$ cat src/rtl/blit_pkg.sv
`default_nettype none
// ============================================================================
// Module   : blit_pkg
// Purpose  : Shared types and constants for the sprite blit engine.
//            This file has no ports. It holds the OLED frame geometry, the
//            pixel address width, the RGB565 colour type and the blit FSM
//            state encoding.
// Revision : 1.0  initial release
// ============================================================================
package blit_pkg;

  localparam int OLED_W = 96;
  localparam int OLED_H = 64;
  localparam int PIX_AW = 13;

  typedef logic [15:0] rgb565_t;

  typedef enum logic [1:0] {
    IDLE  = 2'd0,
    SCAN  = 2'd1,
    FLUSH = 2'd2,
    DONE  = 2'd3
  } blit_state_t;

endpackage
`default_nettype wire

$ cat src/rtl/sprite_blit_engine_if.sv
`default_nettype none
// ============================================================================
// Module   : sprite_blit_engine_if
// Purpose  : Pixel buses of the blit engine.
//            Sprite ROM side:
//              src_pixel_index  ROM address (engine -> ROM)
//              src_colour       RGB565 colour, combinational from the index
//                               (ROM -> engine)
//            Framebuffer write side (engine -> framebuffer):
//              fb_we            write strobe
//              fb_addr          write address
//              fb_data          RGB565 write data
//            Modports:
//              master           the engine
//              slave            the ROM and framebuffer side
// Revision : 1.0  initial release
// ============================================================================
interface sprite_blit_engine_if;
  import blit_pkg::*;

  logic [PIX_AW-1:0] src_pixel_index;
  rgb565_t           src_colour;
  logic              fb_we;
  logic [PIX_AW-1:0] fb_addr;
  rgb565_t           fb_data;

  modport master (
    output src_pixel_index,
    input  src_colour,
    output fb_we,
    output fb_addr,
    output fb_data
  );

  modport slave (
    input  src_pixel_index,
    output src_colour,
    input  fb_we,
    input  fb_addr,
    input  fb_data
  );

endinterface
`default_nettype wire

$ cat src/rtl/blit_coord_map.sv
`default_nettype none
// ============================================================================
// Module   : blit_coord_map
// Purpose  : Combinational source-to-destination coordinate map.
//            It applies the optional horizontal flip and the signed offsets,
//            tests the result against the frame edges and forms the
//            framebuffer address.
// Ports    : sx, sy       source column and row
//            x_off, y_off signed 8-bit placement offsets
//            mirror       horizontal flip (honoured only with BLIT_MIRROR_EN)
//            dx, dy       signed 9-bit destination coordinates
//            in_bounds    destination lies inside the frame
//            dst_addr     dy*WIDTH+dx (meaningful only when in_bounds)
// Config   : BLIT_MIRROR_EN enables the flip; otherwise mirror is ignored.
// Revision : 1.0  initial release
// ============================================================================
module blit_coord_map
  import blit_pkg::*;
#(
  parameter int WIDTH  = OLED_W,
  parameter int HEIGHT = OLED_H
) (
  input  logic [$clog2(WIDTH)-1:0]  sx,
  input  logic [$clog2(HEIGHT)-1:0] sy,
  input  logic [7:0]                x_off,
  input  logic [7:0]                y_off,
  input  logic                      mirror,
  output logic signed [8:0]         dx,
  output logic signed [8:0]         dy,
  output logic                      in_bounds,
  output logic [PIX_AW-1:0]         dst_addr
);

  localparam int SX_W = $clog2(WIDTH);
  localparam logic [8:0] W9 = 9'(WIDTH);
  localparam logic [8:0] H9 = 9'(HEIGHT);

  logic [SX_W-1:0] sxm;
  logic [8:0]      dx_u;
  logic [8:0]      dy_u;

`ifdef BLIT_MIRROR_EN
  localparam logic [SX_W-1:0] SX_LAST = SX_W'(WIDTH - 1);
  assign sxm = mirror ? (SX_LAST - sx) : sx;
`else
  logic unused_mirror;
  assign unused_mirror = mirror;
  assign sxm           = sx;
`endif

  // The sum is kept at 9 bits so that the full range of offset plus
  // coordinate is representable. Negative results therefore clip correctly
  // instead of wrapping onto the screen.
  assign dx = $signed({x_off[7], x_off}) + $signed(9'(sxm));
  assign dy = $signed({y_off[7], y_off}) + $signed(9'(sy));

  assign dx_u = dx;
  assign dy_u = dy;

  // The sign bit is tested first. The unsigned compares are then valid.
  assign in_bounds = !dx_u[8] && (dx_u < W9) && !dy_u[8] && (dy_u < H9);

  assign dst_addr = PIX_AW'(dy_u) * PIX_AW'(WIDTH) + PIX_AW'(dx_u);

endmodule
`default_nettype wire

$ cat src/rtl/sprite_blit_engine.sv
`default_nettype none
// ============================================================================
// Module   : sprite_blit_engine
// Purpose  : Copies one WIDTH x HEIGHT sprite from a sprite ROM into the OLED
//            framebuffer write port. It applies a signed placement offset,
//            clipping at the frame edges and a transparency colour key.
// Ports    : clk, rst_n         clock, asynchronous active-low reset
//            start              1-cycle request, accepted only in IDLE
//            x_off, y_off       signed placement, latched on accept
//            mirror             horizontal flip, latched on accept
//            busy, done         status: busy during the blit, done pulses
//                               for one cycle at the end
//            bus (master)       sprite ROM index/colour, framebuffer write
// Config   : BLIT_MIRROR_EN enables the mirror input. Without it the port is
//            present but ignored.
// Revision : 1.0  initial release
// ============================================================================
module sprite_blit_engine
  import blit_pkg::*;
#(
  parameter int      WIDTH       = OLED_W,
  parameter int      HEIGHT      = OLED_H,
  parameter rgb565_t TRANSPARENT = 16'h0000
) (
  input  logic                  clk,
  input  logic                  rst_n,
  input  logic                  start,
  input  logic [7:0]            x_off,
  input  logic [7:0]            y_off,
  input  logic                  mirror,
  output logic                  busy,
  output logic                  done,
  sprite_blit_engine_if.master  bus
);

  localparam int SX_W = $clog2(WIDTH);
  localparam int SY_W = $clog2(HEIGHT);
  localparam logic [SX_W-1:0]   SX_LAST  = SX_W'(WIDTH - 1);
  localparam logic [PIX_AW-1:0] IDX_LAST = PIX_AW'(WIDTH * HEIGHT - 1);

  blit_state_t       state_q,   state_d;
  logic [SX_W-1:0]   sx_q,      sx_d;
  logic [SY_W-1:0]   sy_q,      sy_d;
  logic [PIX_AW-1:0] idx_q,     idx_d;
  logic [7:0]        x_off_q,   x_off_d;
  logic [7:0]        y_off_q,   y_off_d;
  logic              busy_q,    busy_d;
  logic              done_q,    done_d;
  logic              fb_we_q,   fb_we_d;
  logic [PIX_AW-1:0] fb_addr_q, fb_addr_d;
  rgb565_t           fb_data_q, fb_data_d;

  logic              map_mirror;
  logic signed [8:0] map_dx;
  logic signed [8:0] map_dy;
  logic              map_in_bounds;
  logic [PIX_AW-1:0] map_addr;

  // --------------------------------------------------------------------------
  // Mirror latch: this register exists only when the flip feature is built.
  // --------------------------------------------------------------------------
`ifdef BLIT_MIRROR_EN
  logic mirror_q, mirror_d;

  always_comb begin
    mirror_d = mirror_q;
    if (state_q == IDLE && start) mirror_d = mirror;
  end

  always_ff @(posedge clk or negedge rst_n) begin
    if (!rst_n) mirror_q <= 1'b0;
    else        mirror_q <= mirror_d;
  end

  assign map_mirror = mirror_q;
`else
  logic unused_mirror;
  assign unused_mirror = mirror;
  assign map_mirror    = 1'b0;
`endif

  blit_coord_map #(
    .WIDTH  (WIDTH),
    .HEIGHT (HEIGHT)
  ) u_coord_map (
    .sx        (sx_q),
    .sy        (sy_q),
    .x_off     (x_off_q),
    .y_off     (y_off_q),
    .mirror    (map_mirror),
    .dx        (map_dx),
    .dy        (map_dy),
    .in_bounds (map_in_bounds),
    .dst_addr  (map_addr)
  );

  // The map exposes the raw destination coordinates. This block only needs
  // the bounds flag and the address.
  logic unused_coords;
  assign unused_coords = ^{map_dx, map_dy};

  // --------------------------------------------------------------------------
  // Next-state logic. The ROM index is a running counter. sx and sy travel
  // with it, so the index path never needs a multiply.
  // --------------------------------------------------------------------------
  always_comb begin
    state_d   = state_q;
    sx_d      = sx_q;
    sy_d      = sy_q;
    idx_d     = idx_q;
    x_off_d   = x_off_q;
    y_off_d   = y_off_q;
    busy_d    = busy_q;
    done_d    = 1'b0;
    fb_we_d   = 1'b0;
    fb_addr_d = fb_addr_q;
    fb_data_d = fb_data_q;

    case (state_q)
      IDLE: begin
        if (start) begin
          state_d = SCAN;
          x_off_d = x_off;
          y_off_d = y_off;
          sx_d    = '0;
          sy_d    = '0;
          idx_d   = '0;
          busy_d  = 1'b1;
        end
      end

      SCAN: begin
        // The write for the current index is registered and appears on the
        // framebuffer port one cycle later.
        if (bus.src_colour != TRANSPARENT && map_in_bounds) begin
          fb_we_d   = 1'b1;
          fb_addr_d = map_addr;
          fb_data_d = bus.src_colour;
        end
        if (idx_q == IDX_LAST) begin
          state_d = FLUSH;
        end else begin
          idx_d = idx_q + 1'b1;
          if (sx_q == SX_LAST) begin
            sx_d = '0;
            sy_d = sy_q + 1'b1;
          end else begin
            sx_d = sx_q + 1'b1;
          end
        end
      end

      // The final registered write drains during this cycle. busy and done
      // are then set up so that they switch together as DONE is entered.
      FLUSH: begin
        state_d = DONE;
        busy_d  = 1'b0;
        done_d  = 1'b1;
      end

      DONE: begin
        state_d = IDLE;
      end

      default: begin
        state_d = IDLE;
      end
    endcase
  end

  always_ff @(posedge clk or negedge rst_n) begin
    if (!rst_n) begin
      state_q   <= IDLE;
      sx_q      <= '0;
      sy_q      <= '0;
      idx_q     <= '0;
      x_off_q   <= '0;
      y_off_q   <= '0;
      busy_q    <= 1'b0;
      done_q    <= 1'b0;
      fb_we_q   <= 1'b0;
      fb_addr_q <= '0;
      fb_data_q <= '0;
    end else begin
      state_q   <= state_d;
      sx_q      <= sx_d;
      sy_q      <= sy_d;
      idx_q     <= idx_d;
      x_off_q   <= x_off_d;
      y_off_q   <= y_off_d;
      busy_q    <= busy_d;
      done_q    <= done_d;
      fb_we_q   <= fb_we_d;
      fb_addr_q <= fb_addr_d;
      fb_data_q <= fb_data_d;
    end
  end

  assign busy                = busy_q;
  assign done                = done_q;
  assign bus.src_pixel_index = idx_q;
  assign bus.fb_we           = fb_we_q;
  assign bus.fb_addr         = fb_addr_q;
  assign bus.fb_data         = fb_data_q;

endmodule
`default_nettype wire

$ cat src/flat_wrapper.sv
// flat-port wrapper written by rule: the top's interface ports become plain ports
module sprite_blit_engine_flat import blit_pkg::*;
#(
  parameter int      WIDTH       = OLED_W,
  parameter int      HEIGHT      = OLED_H,
  parameter rgb565_t TRANSPARENT = 16'h0000
)
  (clk, rst_n, start, x_off, y_off, mirror, busy, done, bus_src_pixel_index, bus_src_colour, bus_fb_we, bus_fb_addr, bus_fb_data);
  sprite_blit_engine_if bus_i ();
  input  logic clk;
  input  logic rst_n;
  input  logic start;
  input  logic [7:0] x_off;
  input  logic [7:0] y_off;
  input  logic mirror;
  output logic busy;
  output logic done;
  output wire logic [$bits(bus_i.src_pixel_index)-1:0] bus_src_pixel_index;
  input wire logic [$bits(bus_i.src_colour)-1:0] bus_src_colour;
  output wire logic [$bits(bus_i.fb_we)-1:0] bus_fb_we;
  output wire logic [$bits(bus_i.fb_addr)-1:0] bus_fb_addr;
  output wire logic [$bits(bus_i.fb_data)-1:0] bus_fb_data;
  assign bus_src_pixel_index = bus_i.src_pixel_index;
  assign bus_i.src_colour = bus_src_colour;
  assign bus_fb_we = bus_i.fb_we;
  assign bus_fb_addr = bus_i.fb_addr;
  assign bus_fb_data = bus_i.fb_data;
  sprite_blit_engine #(.WIDTH(WIDTH), .HEIGHT(HEIGHT), .TRANSPARENT(TRANSPARENT)) u_core (.clk(clk), .rst_n(rst_n), .start(start), .x_off(x_off), .y_off(y_off), .mirror(mirror), .busy(busy), .done(done), .bus(bus_i));
endmodule
$ cat config.mk
export PLATFORM = sky130hd
export DESIGN_NAME = sprite_blit_engine_flat
export DESIGN_NICKNAME = d
export VERILOG_FILES = /design/src/rtl/blit_pkg.sv /design/src/rtl/sprite_blit_engine_if.sv /design/src/rtl/blit_coord_map.sv /design/src/rtl/sprite_blit_engine.sv /design/src/flat_wrapper.sv
export SDC_FILE = /design/constraint.sdc
export NUM_CORES = 1
export LEC_CHECK = 0
export BUFFER_PORTS_ARGS = -buffer_cell sky130_fd_sc_hd__buf_4
export CORE_MARGIN = 3
export CORE_UTILIZATION = 29
export CTS_CLUSTER_SIZE = 14
export DETAILED_ROUTE_END_ITERATION = 16
export HOLD_SLACK_MARGIN = 0.03
export SYNTH_ARGS = -nofsm -noshare
export SYNTH_HDL_FRONTEND = slang
export SYNTH_SLANG_ARGS = --single-unit
$ cat constraint.sdc
create_clock -name clk -period 9.5 [get_ports clk]
set_clock_uncertainty 0.2 [all_clocks]
set_input_delay 0.475 -clock clk [delete_from_list [all_inputs] [get_ports clk]]
set_output_delay 0.475 -clock clk [all_outputs]
set_load 0.005 [all_outputs]
; After elaboration in Yosys (flattened, before gate mapping)
; Cells that the tools add are included.
[totals]
inputBits = 36
wordCells = 64
regBits = 76
[classes]
reduce_logical = 16
n_eq_ne = 9
addsub = 6
order_cmp = 2
n_mux = 19
multipliers = 1
[op_table]
columns = op, n
row1 = $mux W13, 2
row2 = $pmux W13 S2, 1
row3 = $mux W7, 3
row4 = $lt A9 B7 Y1 const B, 2
row5 = $mux W6, 3
row6 = $reduce_bool A16 Y1, 1
row7 = $pmux W7 S2, 1
row8 = $add A13 B1 Y13 const B, 1
row9 = $add A13 B9 Y13, 1
row10 = $eq A13 B13 Y1 const B, 1
row11 = $pmux W6 S2, 1
row12 = $add A8 B7 Y9, 1
row13 = $add A8 B8 Y9, 1
row14 = $mul A9 B2 Y8 const B, 1
row15 = $pmux W2 S4, 1
row16 = $reduce_and A2 Y1, 4
row17 = $add A7 B1 Y7 const B, 1
row18 = $eq A7 B7 Y1 const B, 1
row19 = $add A6 B1 Y6 const B, 1
row20 = $eq A2 B2 Y1 const B, 2
row21 = $logic_and A1 B1 Y1, 4
row22 = $mux W1, 4
row23 = $mux W2, 2
row24 = $ne A2 B1 Y1 const B, 2
row25 = 8 further kinds, 11

; Depth between registers and ports, before layout
; Gate-level depths: netlist of run 1.
[logic_depth]
ltp_word = 8
ltp_mapped = 15

; By module
; From an unflattened synthesis of run 1, not the netlist that was laid out.
[hier_totals]
hier_cells = 423
area_unflattened_um2 = 4520.6
[modules_own_cells]
columns = mod, n_inst, area_per_inst_um2, cells_per_inst
row1 = sprite_blit_engine, 1, 3429.5, 288
row2 = blit_coord_map, 1, 1091.0, 135

; Worst setup path before layout of run 1
; OpenSTA, ideal clock, no wires.
[synth_timing]
kind = register to register
startpoint = register u_core.sy_q[0]
endpoint = register u_core.fb_addr_q[12], in the netlist u_core.bus.fb_addr[12]
arrival_ns = 3.335
n_path_buf = 0
stages_incl_launch_ff = 14
setup_time_ns = 0.125
synth_period_minus_slack_ns = 3.659
slack_ns = 5.841
required_time_ns = 9.175
cell_sequence = dfrtp_1 -> ha_1 -> inv_1 -> fa_1 -> o21ai_0 -> a21oi_1 -> xnor2_1 -> ha_1 -> o21ai_0 -> or4b_2 -> o2111ai_1 -> o2111ai_1 -> xor2_1 -> mux2_2
[synth_between]
elab_chain_cells = 6
elab_cells_between_ends = 9
[synth_lines]
columns = element, line_no
row1 = start: declaration, sprite_blit_engine.sv:43  ; logic [SY_W-1:0] sy_q, sy_d;
row2 = start signal: assignment, sprite_blit_engine.sv:187  ; sy_q <= sy_d;
row3 = $add A8 B7 Y9 *, blit_coord_map.sv:55  ; assign dy = $signed({y_off[7], y_off}) + $signed(9'(sy));
row4 = "parallel branches: the longest is 5 deep, another holds $add A13 B9 Y13", n/a
row5 = end signal: assignment, sprite_blit_engine.sv:194  ; fb_addr_q <= fb_addr_d;
row6 = end: declaration, sprite_blit_engine.sv:50  ; logic [PIX_AW-1:0] fb_addr_q, fb_addr_d;
; Every way passes the cells marked *.
; A chain may end at the register's enable or synchronous reset.

; Final worst setup path of run 1
; Same ends and word-level chain as after synthesis.

==> impl_metrics.csv, run 1 <==
group,metric,value,unit
logic_synthesis,synth_nets,467,
drt,vias,3230,
cts,cts_max_level,3,
drt,first_pass_iters,4,
drt,drc,0,
pwr,ir_drop,0.00009159,V
setup_path,path_buf_inv,1,
setup_path,crit_chain,"ha_1 -> inv_1 -> fa_1 -> o21ai_0 -> a21oi_1 -> xnor2_1 -> ha_1 -> o21ai_0 -> or4b_2 -> o2111ai_1 -> o2111ai_1 -> xor2_1 -> mux2_2",
drt,wl_per_cell,13.82,um
cts,clk_pin_slew,0.06,ns
die,start_util,29.86,%
sta,finalHoldViolCount,0,
setup_path,critPathKind,"register to register",
global_routing,overflow,0,
logic_synthesis,syn_area,4373,um2
placement,routabilityCongestion,0.7475,
layout,drive_gt1_share,29.48,%
cts,post_cts_buffers,0,
sta,setup_tns,0,ns
layout,num_antenna_cells,0,
global_routing,grt_max_degree,77,
pwr,p_total,0.7239,mW
logic_synthesis,synth_cell_types,48,
die,core,14640,um2
global_routing,grt_pass1_wl,15.29,mm
die,rows,44,
setup_path,critical_path.max_fanout,5,
sta,worst_pin_slew,1.083,ns
sta,max_clock_freq,252.2,MHz
layout,nNetsFinal,549,
placement,io_buffers,79,
cts,cts_root_buf,"clkbuf_16",
pwr,p_leak,2.691,nW
layout,final_util,37.32,%
setup_path,worstPathArrival,3.99,ns
logic_synthesis,ys_seq_area_share,43.49,%
layout,instances_no_fill,669,
sta,setup_ws,5.535,ns
sta,finalMaxSlewViolations,0,
setup_path,cp-end-kind,"register",
worst_hold_path,min_path_type,"input port to async pin",
sta,rsz0062_at_grt,"false",
logic_synthesis,synth_edf_count,0,
global_routing,grt_pass1_vias,3210,
layout,syn_to_final_growth,24.98,%
sta,fin_crit_sh,41.74,%
placement,dp.cells,653,
global_routing,antenna_found_initial,0,
cts,cts_num_sinks,76,
cts,cts_tree,"yes",
logic_synthesis,synth_ff_type,"dfrtp_1",
die,fp.dieW,128.8,um
setup_path,start_kind,"register",
die,die_y,128.8,um
setup_path,rr_startpoint,"u_core.sy_q[0]$_DFFE_PN0P_",
cts,ctsHoldBuffers,0,
sta,period_needed,3.965,ns
placement,dp_hpwl,6.899,mm
sta,slew_headroom,27.54,%
setup_path,cp.required,9.53,ns
drt,drt-total-wl,9.245,mm
logic_synthesis,synth_cells,398,
die,ioPinCount,81,
logic_synthesis,async_flop_share,100.0,%
pwr,power.density,132.4,nW/um2
setup_path,critPathLaunch,"u_core.sy_q[0]$_DFFE_PN0P_",
setup_path,worst_path_max_delay_cell,"or4b_2",
job,cap_violations,0,
global_routing,grt_usage,11.59,%
placement,place_worst_setup_slack,5.586,ns
die,die_area,16590,um2
drt,drtAntennaViolNets,0,
logic_synthesis,syn_area_per_cell,10.99,um2
cts,clk_latency,0.34,ns
cts,cts_resized,0,
logic_synthesis,yosysWarnings,0,
setup_path,critical_path.top_delay_family,"compound AO/OA/AOI/OAI gates",
setup_path,max_stage_delay,0.62,ns
sta,finalSetupViolations,0,
drt,drt-vias-per-instance,4.828,
outcome,status,"finished, final reports clean",
logic_synthesis,synth_seq_cells,76,
cts,cts_buffer_depth,2,
drt,drt_iter0_drc,113,
cts,numCtsBuffers,9,
logic make-up (layout without fill, tap and decap cells):
family | count (synthesis) | count (layout) | share of synthesized area, %
simple gates | 112 | 112 | 12.99
flops | 76 | 76 | 43.49
compound gates | 63 | 63 | 10.44
mux | 47 | 47 | 12.02
xor+xnor | 38 | 38 | 7.926
fa+ha+maj | 33 | 33 | 10.13
buf+inv | 29 | 116 | 3.004
cells in the mapped netlist (3+ instances only):
| library cell | count | area [um2] |
|---|---|---|
| dfrtp_1 | 76 | 1902 |
| mux2_2 | 41 | 461.7 |
| nor2_1 | 34 | 127.6 |
| ha_1 | 29 | 362.9 |
| xor2_1 | 22 | 192.7 |
| inv_1 | 20 | 75.07 |
| nand2_1 | 19 | 71.32 |
| o21ai_0 | 17 | 85.08 |
| xnor2_1 | 15 | 131.4 |
| nand3_1 | 14 | 70.07 |
| a21oi_1 | 12 | 60.06 |
| nand4_1 | 12 | 75.07 |
| a21o_1 | 7 | 52.55 |
| and3_1 | 7 | 43.79 |
| clkbuf_1 | 6 | 22.52 |
| a211oi_1 | 5 | 37.54 |
| and2_1 | 4 | 25.02 |
| fa_1 | 4 | 80.08 |
| nand2b_1 | 4 | 25.02 |
| nor4_1 | 4 | 25.02 |
| buf_6 | 3 | 33.78 |
| mux2_1 | 3 | 33.78 |
| mux2i_1 | 3 | 30.03 |
| nor2b_1 | 3 | 18.77 |
| o211ai_1 | 3 | 22.52 |
| o21a_1 | 3 | 22.52 |
layer usage:
metal | wire [um] | GRT usage [%] | share of wire (%) | vias up
li1 | - | - | - | 1587
met1 | 4027 | 14.46 | 44 | 1547
met2 | 4508 | 19.18 | 49 | 89
met3 | 609 | 3.570 | 6.6 | 7
met4 | 99 | 3.706 | 1.1 | 0
met5 | 0 | 0 | 0 | -
placed cells by master, fill, tap and decap left out, types with 2 or more instances in the layout:
master / instances
bufinv_16: 2
nand3_1: 14
o211ai_1: 3
a21oi_1: 12
xnor2_1: 15
o2111ai_1: 2
clkbuf_16: 9
o21ai_0: 17
clkinv_2: 3
o31ai_1: 2
dfrtp_1: 76
o21a_1: 3
ha_1: 29
nand2b_1: 4
nor3_1: 2
mux2_1: 3
and2_1: 4
nor2b_1: 3
nand4_1: 12
nor2_1: 34
and4_1: 2
xor2_1: 22
nor4_1: 4
o22ai_1: 2
nand2_1: 19
fa_1: 4
a21o_1: 7
mux2i_1: 3
a211oi_1: 5
a21boi_0: 2
inv_1: 20
mux2_2: 41
buf_4: 80
and3_1: 7
worst reg2reg max path, stage by stage (launching register included):
cell	delay, ns
dfrtp_1	0.42
ha_1	0.20
inv_1	0.05
fa_1	0.39
o21ai_0	0.38
a21oi_1	0.14
xnor2_1	0.17
ha_1	0.35
o21ai_0	0.13
or4b_2	0.62
o2111ai_1	0.16
o2111ai_1	0.18
xor2_1	0.17
mux2_2	0.26
where the power goes:
| part | internal, mW | total [mW] | switching (mW) |
|---|---|---|---|
| clock network | 0.236 | 0.367 | 0.132 |
| registers | 0.327 | 0.329 | 0.00172 |
| logic | 0.0155 | 0.0274 | 0.0118 |
per-stage QoR:
step / hold WS [ns] / cell area, um2
after detailed placement: 0.2932 / 5147
final: 0.07313 / 5465
after global routing: 0.1512 / 5465
after floorplan: -0.02059 / 4373
after CTS: 0.1321 / 5465
after global placement: 0.2788 / 5147
path summary, 6_finish.rpt:
path	end	slack (ns)	cells after the start
setup / recovery	u_core.bus.fb_addr[12]$_DFFE_PN0P_	5.54	13
hold / removal	u_core.bus.fb_addr[10]$_DFFE_PN0P_	0.07	1
setup reg to reg	u_core.bus.fb_addr[12]$_DFFE_PN0P_	5.54	13
hold reg to reg	u_core.bus.fb_data[7]$_DFFE_PN0P_	0.29	1
max in group asynchronous	u_core.bus.src_pixel_index[5]$_DFFE_PN0P_	8.38	1
min in group clk	u_core.y_off_q[7]$_DFFE_PN0P_	0.16	2
cell type report:
class,instances,area (um2)
fill,1451,9179
multi-input combinational,293,2340
sequential,76,1902
timing repair buffer,80,600.6
clock buffer,11,242.7
tap,184,230.2
clock inverter,5,75.07
inverter,20,75.07
sequential cells by signal, summed over array words and instances, names as in the netlist:
signal,flops
u_core.state_q,2
u_core.y_off_q,8
u_core.sx_q,7
u_core.sy_q,6
u_core.bus.fb_addr,13
u_core.bus.fb_we,1
u_core.done,1
u_core.busy,1
u_core.x_off_q,8
u_core.bus.src_pixel_index,13
u_core.bus.fb_data,16
Power figures use the tool's default switching activity.
==> run 2: changes to the inputs <==
- clock period: 9.5 -> 3.9 ns (I/O delays scaled with it)
==> run 2 against run 1 <==
  * Clock power grew to 2.6 times the previous value
  * Worst hold slack improved by 0.22 ns
  * Global-route usage up 0.90 points
  * Register-to-register slack lost 5.3 ns
  * Sequential power up 140%
  * Via count up 4.6%
  * Die area did not move
  * Cell area increased by 7.5%
  * Non-clock buffer count grew 39
  * Routed wire length grew 6.6%
  * First-iteration DRC count fell by 27%
==> impl_metrics.csv, run 2 (synthesis results as in run 1) <==
group,metric,value,unit
layout,layout_commonest_cell,"buf_4",
cts,cts_buffer_depth,2,
placement,routabilityCongestion,0.7528,
drt,drt-vias-per-instance,4.774,
cts,cts_num_sinks,76,
pwr,clkPwrFrac,51.6,%
setup_path,start_kind,"register",
setup_path,critPathKind,"register to register",
sta,finalSetupViolations,0,
sta,whs,0.2941,ns
die,ioPinCount,81,
sta,slew_headroom,34.79,%
layout,final_util,40.13,%
cts,cts_tree,"yes",
global_routing,grt_pass1_vias,3539,
placement,io_buffers,79,
layout,drive_gt1_share,28.82,%
layout,num_antenna_cells,0,
drt,drc,0,
setup_path,max_stage_delay,0.66,ns
sta,setup_tns,0,ns
pwr,power.density,315.6,nW/um2
global_routing,grt_max_degree,77,
pwr,p_leak,2.866,nW
layout,largest_reg_flops,16,
pwr,comb_power_share,5.2,%
cts,post_cts_buffers,0,
setup_path,critical_path.top_delay_family,"adder cells",
layout,syn_to_final_growth,34.39,%
layout,final_cell_mix,"85 x buf_4, 76 x dfrtp_1, 41 x mux2_2",
cts,cts_root_buf,"clkbuf_16",
die,die_y,128.8,um
die,rows,44,
global_routing,grtUsageMet1,15.24,%
setup_path,crit_chain,"ha_1 -> inv_1 -> fa_1 -> o21ai_2 -> buf_4 -> a221oi_4 -> xnor2_1 -> ha_1 -> or4b_2 -> o2111ai_1 -> o2111ai_1 -> xor2_1 -> mux2_2",
job,cap_violations,0,
layout,fillers,1430,
drt,drtAntennaViolNets,0,
sta,worst_pin_slew,0.9782,ns
sta,finalMaxSlewViolations,0,
sta,fin_crit_sh,93.63,%
placement,placed_area,5185,um2
die,fp.dieW,128.8,um
cts,numCtsBuffers,9,
sta,period_needed,3.652,ns
cts,clk_latency,0.35,ns
setup_path,cp.required,3.93,ns
setup_path,critical_path.max_fanout,5,
drt,first_pass_iters,4,
pwr,switching_power,0.3714,mW
pwr,seqPwrFrac,43.2,%
layout,final_cell_area,5877,um2
pwr,p_int,1.483,mW
die,core,14640,um2
global_routing,met2_usage,20.76,%
worst_hold_path,min_path_type,"register to register",
layout,nNetsFinal,588,
cts,clk_pin_slew,0.06,ns
setup_path,cp.depth,13,
setup_path,worst_path_max_delay_cell,"or4b_2",
die,start_util,29.86,%
global_routing,gr-usage-met3,4.359,%
cts,cts_max_level,3,
pwr,p_sw_share,20.03,%
sta,max_clock_freq,273.8,MHz
pwr,ir_drop,0.0002018,V
global_routing,antenna_found_initial,0,
global_routing,overflow,0,
global_routing,grt_pass1_wl,16.64,mm
global_routing,busiest_layer,"met2",
setup_path,r2r_cells,13,
setup_path,cp-end-kind,"register",
worst_hold_path,whs_path_depth,1,
sta,finalHoldViolCount,0,
drt,wl_per_cell,13.92,um
placement,dp_hpwl,7.162,mm
drt,drt_iter0_drc,82,
setup_path,worstPathArrival,3.69,ns
setup_path,path_buf_inv,2,
drt,vias,3380,
sta,rsz0062_at_grt,"false",
pwr,p_total,1.855,mW
global_routing,grt_usage,12.49,%
outcome,status,"finished, final reports clean",
die,die_area,16590,um2
drt,drt-total-wl,9.855,mm
## run 2: changes by cell type in the layout (fill, tap and decap cells not counted), moves of 2 or more
cell / previous run / this run
clkinv_2: 3 / 1
clkinv_4: 0 / 2
buf_4: 80 / 85
dlygate4sd3_1: 0 / 34
## run 2: worst paths after layout
check	start	to	slack, ns
worst max-delay path	u_core.sy_q[0]$_DFFE_PN0P_	u_core.bus.fb_addr[12]$_DFFE_PN0P_	0.25
worst min-delay path	u_core.bus.fb_data[6]$_DFFE_PN0P_	u_core.bus.fb_data[6]$_DFFE_PN0P_	0.29
worst max register to register	u_core.sy_q[0]$_DFFE_PN0P_	u_core.bus.fb_addr[12]$_DFFE_PN0P_	0.25
worst min register to register	u_core.bus.fb_data[6]$_DFFE_PN0P_	u_core.bus.fb_data[6]$_DFFE_PN0P_	0.29
max in group asynchronous	rst_n	u_core.y_off_q[7]$_DFFE_PN0P_	2.50
min in group asynchronous	rst_n	u_core.bus.fb_data[11]$_DFFE_PN0P_	0.35
## run 2: worst register-to-register path: cells and delay by family (launching register included)
family / cells / cell delay (ns)
multiplexers: 1 / 0.27
flip-flops: 1 / 0.40
buffers and inverters: 2 / 0.20
adder cells (fa/ha/maj): 3 / 0.90
AND/OR/NAND/NOR: 1 / 0.66
XOR/XNOR: 2 / 0.31
AO/OA/AOI/OAI: 4 / 0.60
## run 2: layout make-up
cell class,count,area (um2),share of cell area [%]
tap,184,230.2,3.917
multi-input combinational,293,2350,39.98
timing repair buffer,119,978.4,16.65
clock inverter,6,112.6,1.916
clock buffer,10,229.0,3.896
sequential,76,1902,32.36
inverter,20,75.07,1.277
## run 2: power by group through the flow
stage | clock network [mW] | registers [mW] | logic, mW
3_3_place_gp | 0 | 0.815 | 0.0685
6_report | 0.958 | 0.801 | 0.0958
3_5_place_dp | 0 | 0.816 | 0.0700
2_1_floorplan | 0 | 0.816 | 0.00844
4_1_cts | 0.996 | 0.801 | 0.0977
5_1_grt | 1.03 | 0.802 | 0.105
## run 2: timing repair
action	in CTS	in global routing
gates resized for setup	0	4
endpoints found under the setup margin	0	3
endpoints found under the hold margin	109	0
hold buffers	34	0
## run 2: metrics by stage
stage / worst slack, ns / instances
CTS: 0.1095 / 708
detailed placement: 0.1119 / 658
finish: 0.2482 / 708
floorplan: 0.2407 / 398
global route: 0.02347 / 708
global placement: 0.2299 / 658
## run 2: metal layers
layer | wire, um | vias up
li1 | - | 1663
met1 | 4404 | 1609
met2 | 4644 | 92
met3 | 619 | 16
met4 | 186 | 0
met5 | 0 | -
==> run 3: changes to the inputs <==
- SYNTH_HIERARCHICAL: not set -> 1
==> run 3 against run 2 <==
  * Critical path depth is the same
  * Sequential power grew 72%
  * Synthesized cell count grew 4.5%
  * Clock power shrank 11%
  * Die area grew 2.2%
  * Combinational power grew to 41 times the previous value
  * Setup slack lost 0.16 ns
  * Worst hold slack lost 0.0049 ns
==> impl_metrics.csv, run 3 <==
group,metric,value,unit
global_routing,overflow,0,
die,rows,44,
pwr,p_total,6.180,mW
global_routing,antenna_found_initial,0,
drt,vias,3677,
pwr,p_leak,2.794,nW
setup_path,critPathKind,"register to register",
layout,nNetsFinal,616,
job,cap_violations,0,
logic_synthesis,synth_cells,416,
setup_path,rr_endpoint,"u_core/bus.fb_addr[12]$_DFFE_PN0P_",
die,start_util,30.20,%
setup_path,max_stage_delay,0.55,ns
pwr,switching_power,2.517,mW
sta,max_clock_freq,262.4,MHz
layout,fillers,1405,
layout,num_antenna_cells,0,
sta,worst_pin_slew,0.9781,ns
pwr,seqPwrFrac,22.4,%
layout,largest_reg_flops,16,
drt,drt_iter0_drc,172,
cts,cts_buffer_depth,2,
drt,first_pass_iters,4,
setup_path,regToRegSetupSlack,0.09,ns
pwr,clkPwrFrac,13.8,%
worst_hold_path,min_from,"u_core/bus.fb_data[11]$_DFFE_PN0P_",
global_routing,grt_usage,13.16,%
pwr,comb_power_share,63.8,%
global_routing,grt_pass1_wl,17.80,mm
drt,wl_per_cell,14.99,um
outcome,status,"finished, final reports clean",
logic_synthesis,syn_area_per_cell,10.75,um2
layout,final_util,41.34,%
pwr,power.density,1009,nW/um2
die,core,14810,um2
layout,layout_commonest_cell,"buf_4",
drt,drt-vias-per-instance,4.996,
worst_hold_path,hold_end,"u_core/bus.fb_data[11]$_DFFE_PN0P_",
die,die_y,130.2,um
drt,drt-total-wl,11.03,mm
sta,setup_tns,0,ns
cts,numCtsBuffers,9,
layout,drive_gt1_share,25.91,%
worst_hold_path,min_path_type,"register to register",
setup_path,cp-end-kind,"register",
logic_synthesis,syn_area,4472,um2
global_routing,grt_max_degree,77,
cts,cts_num_sinks,76,
setup_path,critical_path.top_delay_family,"simple AND/OR/NAND/NOR gates",
setup_path,rr_startpoint,"u_core/sy_q[0]$_DFFE_PN0P_",
layout,multiInputGateArea,2535,um2
sta,slew_headroom,34.79,%
cts,clk_latency,0.34,ns
sta,fin_crit_sh,97.73,%
setup_path,start_kind,"register",
sta,finalHoldViolCount,0,
pwr,p_int,3.663,mW
pwr,p_sw_share,40.73,%
sta,finalSetupViolations,0,
setup_path,r2r_cells,13,
setup_path,worstPathArrival,3.84,ns
layout,final_cell_mix,"98 x buf_4, 76 x dfrtp_1, 39 x mux2_1",
die,fp.dieW,130.2,um
cts,cts_tree,"yes",
global_routing,grt_pass1_vias,3651,
cts,cts_root_buf,"clkbuf_16",
placement,io_buffers,79,
setup_path,path_buf_inv,0,
cts,clk_pin_slew,0.06,ns
setup_path,worst_path_max_delay_cell,"or4b_4",
layout,syn_to_final_growth,36.91,%
sta,period_needed,3.811,ns
logic_synthesis,synth_nets,485,
sta,finalMaxSlewViolations,0,
drt,drtAntennaViolNets,0,
layout,seq_area,1902,um2
worst_hold_path,whs_path_depth,1,
placement,dp_hpwl,7.704,mm
pwr,ir_drop,0.0004105,V
die,ioPinCount,81,
setup_path,cp.required,3.92,ns
die,die_area,16950,um2
setup_path,critical_path.max_fanout,4,
placement,routabilityCongestion,0.8117,
setup_path,crit_chain,"ha_2 -> fa_2 -> a21oi_2 -> o21ai_2 -> or4_1 -> o211a_4 -> ha_4 -> or4b_4 -> o311ai_4 -> nand3_4 -> xnor2_2 -> xnor3_1 -> mux2_1",
drt,drc,0,
logic_synthesis,yosysWarnings,6,
cts,cts_max_level,3,
## run 3: how the worst max path moves through the flow
stage	from	to	slack [ns]	depth (start not counted)
finish	u_core/sy_q[0]$_DFFE_PN0P_	u_core/bus.fb_addr[12]$_DFFE_PN0P_	0.09	13
global route	u_core/sy_q[0]$_DFFE_PN0P_	u_core/bus.fb_addr[12]$_DFFE_PN0P_	-0.05	13
CTS	u_core/sy_q[0]$_DFFE_PN0P_	u_core/bus.fb_addr[12]$_DFFE_PN0P_	0.06	15
detailed placement	u_core/y_off_q[0]$_DFFE_PN0P_	u_core/bus.fb_addr[12]$_DFFE_PN0P_	-0.07	14
global placement	u_core/y_off_q[0]$_DFFE_PN0P_	u_core/bus.fb_addr[12]$_DFFE_PN0P_	0.03	13
floorplan	u_core/sy_q[0]$_DFFE_PN0P_	u_core/bus.fb_addr[12]$_DFFE_PN0P_	0.02	13
## run 3: per-layer routing
metal  vias up  wire, um  GRT usage, %  share of wire (%)
met4         0       115         3.667                1.0
met5         -         0             0                  0
met3        10       596         3.438                5.4
li1       1802         -             -                  -
met2        97      5235         21.82                 47
met1      1768      5087         17.00                 46
## run 3: final cells by class
class | instances | area share [%]
clock buffer | 11 | 3.965
clock inverter | 5 | 0.9810
inverter | 15 | 0.9197
multi-input combinational | 312 | 41.41
sequential | 76 | 31.06
tap | 184 | 3.760
timing repair buffer | 133 | 17.90
## run 3: worst reg2reg max path: stages, from the launching register on
cell and delay (ns):
dfrtp_1 0.38, ha_2 0.20, fa_2 0.35, a21oi_2 0.21
o21ai_2 0.08, or4_1 0.41, o211a_4 0.17, ha_4 0.23
or4b_4 0.55, o311ai_4 0.12, nand3_4 0.11, xnor2_2 0.17
xnor3_1 0.23, mux2_1 0.30
## run 3: through the flow
stage	cells	hold slack, ns	setup slack, ns	area (um2)
floorplan	416	-0.3006	0.02490	4487
global placement	678	0.2130	0.02570	5358
detailed placement	678	0.2139	-0.07141	5358
CTS	733	0.2946	0.05693	6070
global route	736	0.3062	-0.05053	6122
finish	736	0.2892	0.08861	6122
## run 3: power groups by stage
| stage | Combinational (mW) | Sequential [mW] | Clock [mW] |
|---|---|---|---|
| global placement | 3.38 | 1.38 | 0 |
| detailed placement | 3.48 | 1.40 | 0 |
| CTS | 3.77 | 1.39 | 0.877 |
| finish | 3.94 | 1.38 | 0.852 |
| floorplan | 2.48 | 1.35 | 0 |
| global route | 4.39 | 1.44 | 0.911 |
## run 3: what timing repair did
action,CTS,global route
gates resized for setup,5,5
hold endpoints to repair,109,0
buffers inserted,5,3
pin swaps,7,9
hold buffers,34,0
setup endpoints to repair,1,27
